===== src/rtl/clk_div_pkg.sv =====
// Shared widths and reset values for the clock divider.
package clk_div_pkg;

    localparam int unsigned SCALE_W = 32;
    localparam int unsigned LED_W   = 5;

    localparam logic        ClkOutRst = 1'b0;
    localparam int unsigned CntRst    = 0;
    localparam int unsigned LedRst    = 0;

endpackage


===== src/rtl/clk_div_counter.sv =====
// Terminal-count counter: wraps at scale-1 and emits a one-cycle tick on the wrapping edge.
module clk_div_counter #(
    parameter int unsigned SCALE_W = clk_div_pkg::SCALE_W
) (
    input  logic               clk,
    input  logic               reset,
    input  logic [SCALE_W-1:0] scale,
    output logic               tick
);
    import clk_div_pkg::*;

    localparam logic [SCALE_W-1:0] One = SCALE_W'(1);

    logic [SCALE_W-1:0] cnt_q, cnt_d;
    logic [SCALE_W-1:0] limit;

    // >= rather than == so a mid-period drop in scale wraps on the next edge.
    always_comb begin
        cnt_d = cnt_q;
        tick  = 1'b0;
        limit = '0;
        if (scale == '0) begin
            cnt_d = '0;
        end else begin
            limit = scale - One;
            if (cnt_q >= limit) begin
                cnt_d = '0;
                tick  = 1'b1;
            end else begin
                cnt_d = cnt_q + One;
            end
        end
    end

    always_ff @(posedge clk or negedge reset) begin
        if (!reset) begin
            cnt_q <= SCALE_W'(CntRst);
        end else begin
            cnt_q <= cnt_d;
        end
    end

endmodule


===== src/rtl/clk_div.sv =====
// Clock divider: clk_out toggles every scale clk cycles; led counts clk_out rising edges.
module clk_div #(
    parameter int unsigned SCALE_W = clk_div_pkg::SCALE_W,
    parameter int unsigned LED_W   = clk_div_pkg::LED_W
) (
    input  logic               clk,
    input  logic               reset,
    input  logic [SCALE_W-1:0] scale,
    output logic               clk_out,
    output logic [LED_W-1:0]   led
);
    import clk_div_pkg::*;

    logic             tick;
    logic             clk_out_q, clk_out_d;
    logic [LED_W-1:0] led_q, led_d;

    clk_div_counter #(
        .SCALE_W (SCALE_W)
    ) u_counter (
        .clk   (clk),
        .reset (reset),
        .scale (scale),
        .tick  (tick)
    );

    // A zero scale parks clk_out low but leaves the edge count alone.
    always_comb begin
        clk_out_d = clk_out_q;
        led_d     = led_q;
        if (scale == '0) begin
            clk_out_d = 1'b0;
        end else if (tick) begin
            clk_out_d = ~clk_out_q;
            if (!clk_out_q) begin
                led_d = led_q + LED_W'(1);
            end
        end
    end

    always_ff @(posedge clk or negedge reset) begin
        if (!reset) begin
            clk_out_q <= ClkOutRst;
            led_q     <= LED_W'(LedRst);
        end else begin
            clk_out_q <= clk_out_d;
            led_q     <= led_d;
        end
    end

    assign clk_out = clk_out_q;
    assign led     = led_q;

endmodule


===== config.mk =====
export PLATFORM = sky130hd
export DESIGN_NAME = clk_div
export DESIGN_NICKNAME = d
export VERILOG_FILES = /design/src/rtl/clk_div_pkg.sv /design/src/rtl/clk_div_counter.sv /design/src/rtl/clk_div.sv
export SDC_FILE = /design/constraint.sdc
export NUM_CORES = 1
export LEC_CHECK = 0
export CAP_MARGIN = 25
export CORE_ASPECT_RATIO = 1.4
export CORE_MARGIN = 2
export CORE_UTILIZATION = 30
export DETAILED_ROUTE_END_ITERATION = 6
export PLACE_DENSITY = 0.5
export SYNTH_ARGS = -nofsm -noshare
export SYNTH_HDL_FRONTEND = slang
export SYNTH_SLANG_ARGS = --single-unit

===== constraint.sdc =====
create_clock -name clk -period 3.3 [get_ports clk]
set_input_delay 0.495 -clock clk [delete_from_list [all_inputs] [get_ports clk]]
set_output_delay 0.495 -clock clk [all_outputs]
set_load 0.005 [all_outputs]

# Word-level counts from Yosys, hierarchy flattened
# Index checks and enable logic that the tools add are counted.
# totals
reg_bits,38
latch_bits,0
ram_bits,0
mem_bits_ro,0
output_inout_bits,6
word_cells,18
mem_count,0
# classes
n_addsub,3
n_mul,0
div_mod_pow,0
magnitude_cmp,1
n_eq_ne,0
shift,0
mux,6
bitwise_logic,2
reduce_logical,3
# ops
operator,count
32-bit two-way mux,2
32-bit by 1-bit adder with 32-bit output (second input constant),1
32-bit >= comparator,1
32-bit logical NOT,1
32-bit by 1-bit subtractor with 32-bit output (second input constant),1
5-bit by 1-bit adder with 5-bit output (second input constant),1
1-bit two-way mux,4
3-bit AND reduction,1
1-bit NOT,2
2-bit nonzero test,1

# Logic depth before layout (Yosys ltp)
# logic_depth
ltp_word,6
mapped_depth,16
mapped_depth_nobuf,14

# Hierarchy
# A second synthesis with hierarchy kept.
# unflattened
hier_cells,361
area_unflattened_um2,3348.2
# by_module_without_submodules
module,instances,cells_per_inst,area_per_inst_um2,seq_area_each_um2
clk_div_counter,1,330,2974.1,800.8
clk_div,1,31,374.1,150.1

# Least setup slack after synthesis
# No wires, ideal clock.
# synth_path
path_type,input port to flip-flop
startpoint,input port scale[15]
endpoint,register u_counter.cnt_q[23]
t_arrival_ns,4.317
required_ns,3.179
slack_ns,-1.139
stages,15
path_cell_list,or4_4 -> or4_1 -> buf_2 -> nor2_1 -> nand2_1 -> or3_1 -> xor2_1 -> ha_1 -> nand4_1 -> or4_1 -> o211ai_1 -> or3_1 -> clkbuf_1 -> buf_2 -> nor2_1
# synth_between
elab_chain_cells,4
word_cells_on_any_way,5
classes_between,add/sub (1); order compare (1); mux (2); reduce/logical (1)
# synth_rtl
item,line,source
"start, declared",clk_div.sv:8,"input logic [SCALE_W-1:0] scale,"
32-bit by 1-bit subtractor with 32-bit output,clk_div_counter.sv:25,limit = scale - One;
32-bit >= comparator,clk_div_counter.sv:26,if (cnt_q >= limit) begin
32-bit two-way mux,clk_div_counter.sv:26,
32-bit two-way mux (*),clk_div_counter.sv:22,if (scale == '0) begin
net u_counter.cnt_d[23],clk_div_counter.sv:14,"logic [SCALE_W-1:0] cnt_q, cnt_d;"
"end signal, assigned",clk_div_counter.sv:37,cnt_q <= SCALE_W'(CntRst);
"end signal, assigned",clk_div_counter.sv:39,cnt_q <= cnt_d;
"end, declared",clk_div_counter.sv:14,
# The timed path passes the listed nets; every way through them passes the cells marked *.
# A chain may end at the register's enable or synchronous reset.

# Worst setup path in the final report
# layout_path
startpoint,input port scale[12]
endpoint,register led_q[1] (netlist: led[1])
# layout_between
elab_chain_cells,5
word_cells_on_any_way,7
classes_between,add/sub (1); order compare (1); mux (2); bitwise (1); reduce/logical (2)
# layout_rtl
item,line,source
32-bit by 1-bit subtractor with 32-bit output,clk_div_counter.sv:25,
32-bit >= comparator,clk_div_counter.sv:26,
1-bit two-way mux,clk_div_counter.sv:26,
1-bit two-way mux,clk_div_counter.sv:22,
3-bit AND reduction (no source line) (*),n/a,
"end signal, assigned",clk_div.sv:44,led_q <= LED_W'(LedRst);
"end signal, assigned",clk_div.sv:47,led_q <= led_d;
"end, declared",clk_div.sv:16,"logic [LED_W-1:0] led_q, led_d;"
# Mark *: on every way between the ends. The rest lies on a longest branch, timed or not.

==> results.json <==
{
  "status": "finished with violations",
  "violations": "negative setup slack",
  "ctsHoldBuffers": 0,
  "setup_viol": 38,
  "finalHoldViolations": 0,
  "htreeDepth": 2,
  "yosysTopAreaCellShare_pct": 31.1,
  "numCtsBuffers": 5,
  "clkLatencyLatePin_ns": 0.28,
  "synthFlopType": "dfrtp_1",
  "synth-async-reset-ratio_pct": 100,
  "start_util_pct": 30.8,
  "root_buffer": "clkbuf_16",
  "avgRoutedWirePerCell_um": 14.0,
  "portBuffers": 39,
  "dr.first_iter.drc_count": 88,
  "n_fill_cell": 998,
  "final.setup_skew_ns": 0.00434,
  "dp_slack_ns": -1.56,
  "fin_area_um2": 4620,
  "arrival_ns": 4.23,
  "fp.coreArea_um2": 9900,
  "grtUsageTotal_pct": 16.4,
  "finalMaxSlewViolations": 0,
  "fmax_mhz": 246,
  "synth.net_count": 419,
  "synth_top_cells_by_count": "nor2_1, xnor2_1, dfrtp_1",
  "gp_congestion": 0.822,
  "crit_required_ns": 3.47,
  "tightest_slew_ns": 0.876,
  "vias": 2894,
  "num_rows": 43,
  "wl_mm": 8.32,
  "viasPerCell": 4.86,
  "min_period_over_period_pct": 123,
  "areaGrowthSynthToFinish_pct": 51.4,
  "placed_area_um2": 4070,
  "antennaDiodeCount": 0,
  "ant_nets": 0,
  "netlist_area_um2": 3050,
  "synth_seq_cells": 38,
  "synth-seq-area-share_pct": 31.1,
  "regArea_um2": 951,
  "drive_gt1_share_pct": 34.8,
  "min_path_type": "in -> async",
  "multi_input_area_um2": 2350,
  "powerDensity_nw_per_um2": 419,
  "ys_types": 39,
  "end_kind": "flop",
  "grt_pass1_vias": 2946,
  "worst-path-max-fanout": 3,
  "die_h_um": 123,
  "layout.nets": 531,
  "hpwl_mm": 6.19,
  "cts_sinks": 38,
  "ioPinCount": 40,
  "die-area_um2": 11000,
  "min_period_ns": 4.07,
  "synth_edf_count": 0,
  "drc_errors": 0,
  "yosysTopAreaCell": "dfrtp_1",
  "clkTransAtPathRegs_ns": 0.06,
  "critPathKind": "in -> reg",
  "grt_pass1_wl_mm": 14.0,
  "start_kind": "primary input",
  "die_width_um": 89.3,
  "firstDrtPassIters": 4,
  "synth_area_per_cell_um2": 8.75,
  "clock_path_buffers": 2,
  "ys_top_cells_by_area": "dfrtp_1, ha_1, xnor2_1",
  "grt_overflow": 0,
  "antenna_found_initial": 0,
  "grt_max_degree": 39,
  "cts_tree": "built",
  "yosysMostFrequentCell": "nor2_1",
  "yosys_warnings": 0,
  "p_leak_nw": 1.90,
  "fin_ws_ns": -0.768,
  "syn-instance-count": 349,
  "maxCapViolCount": 0,
  "rsz0062_at_grt": "yes",
  "slew-limit-headroom_pct": 41.6,
  "peakVddDrop_uv": 191
}
## cell families after synthesis
logic type      count (synthesis)  synth area share (%)
compound gates                 30                  6.52
xor+xnor                       63                  18.1
fa+ha+maj                      36                  14.8
buf+inv                        18                  2.38
flops                          38                  31.1
mux                             1                 0.492
simple gates                  163                  26.6
## cells in the final DEF (no fill, tap or decap), types with 2 or more instances in the layout
| cell | count |
|---|---|
| dlygate4sd2_1 | 5 |
| buf_4 | 65 |
| a21oi_1 | 12 |
| clkbuf_2 | 5 |
| or2_4 | 2 |
| dlymetal6s2s_1 | 3 |
| nor3_1 | 9 |
| buf_2 | 4 |
| xnor2_1 | 45 |
| and4_1 | 3 |
| or3_1 | 3 |
| nand2_1 | 17 |
| nand2_2 | 4 |
| nor4_1 | 4 |
| o211ai_1 | 3 |
| or3_2 | 2 |
| xor2_1 | 16 |
| inv_1 | 9 |
| buf_16 | 2 |
| buf_6 | 7 |
| xnor2_2 | 2 |
| nand2b_1 | 4 |
| nor4_4 | 2 |
| or4_4 | 7 |
| o21ai_0 | 4 |
| nor4_2 | 2 |
| nor2_1 | 31 |
| dfrtp_1 | 38 |
| clkbuf_16 | 5 |
| nand4_1 | 13 |
| nor3_2 | 3 |
| nor2_2 | 21 |
| ha_1 | 35 |
| nand3_1 | 13 |
| clkdlybuf4s50_1 | 19 |
| nor2_4 | 9 |
| nor3_4 | 2 |
| clkdlybuf4s15_1 | 2 |
| and3_1 | 2 |
## worst paths after layout
path	from	end	slack (ns)	cells after the start
worst max-delay path	scale[12]	led[1]	-0.77	14
worst min-delay path	reset	led[3]	0.32	1
worst max register to register	u_counter.cnt_q[14]	led[1]	0.60	8
worst min register to register	led[4]	led[4]	0.47	1
max in group asynchronous	reset	u_counter.cnt_q[23]	2.42	1
min in group clk	led[4]	led[4]	0.47	1
## timing repair
action | in CTS | in global routing
pin swaps | 20 | 25
setup buffers | 9 | 4
gates cloned | 2 | 0
setup endpoints to repair | 38 | 38
resized for setup | 81 | 40
hold endpoints to repair | 0 | 0
## worst max-delay path, stage by stage
cell      delay, ns
buf_6          0.09
or4_4          0.55
or4_4          0.60
buf_6          0.15
or2_4          0.24
nor4_4         0.26
xnor2_1        0.09
ha_1           0.32
nand2_2        0.07
or4_4          0.51
a311oi_4       0.27
buf_4          0.18
o211ai_4       0.10
mux2_4         0.31
## routing by layer
layer	track usage, %	vias up	part of all wire, %
met2	29.1	52	53
met3	2.14	15	3.1
met4	6.90	0	2.8
met1	19.3	1377	41
met5	0	-	0
li1	-	1450	-
## stage by stage
step	hold WS (ns)	total power [mW]	util [%]	setup TNS (ns)	instances
2_1_floorplan	0.199	1.05	-	-30.50	349
3_3_place_gp	0.463	1.31	41.1	-58.02	574
3_5_place_dp	0.470	1.33	41.1	-58.09	574
4_1_cts	0.370	1.92	45.4	-26.75	591
5_1_grt	0.415	2.07	46.7	-31.57	595
6_report	0.322	1.94	46.7	-26.57	595
## registers in the layout, indices dropped and copies added (netlist names)
register and count:
u_counter.cnt_q 32, led 5, clk_out 1
## report_power, final
| group | internal (mW) | total [mW] | switching (mW) |
|---|---|---|---|
| Clock | 0.292 | 0.475 | 0.183 |
| Combinational | 0.409 | 0.739 | 0.330 |
| Sequential | 0.573 | 0.723 | 0.149 |
| Total | 1.27 | 1.94 | 0.662 |
## final cells by class
type	count	share of cell area, %
Sequential cell	38	20.6
Multi-Input combinational cell	293	50.8
Clock buffer	6	3.00
Inverter	10	0.812
Tap cell	135	3.65
Timing Repair Buffer	113	21.2
Power figures use the tool's default switching activity.
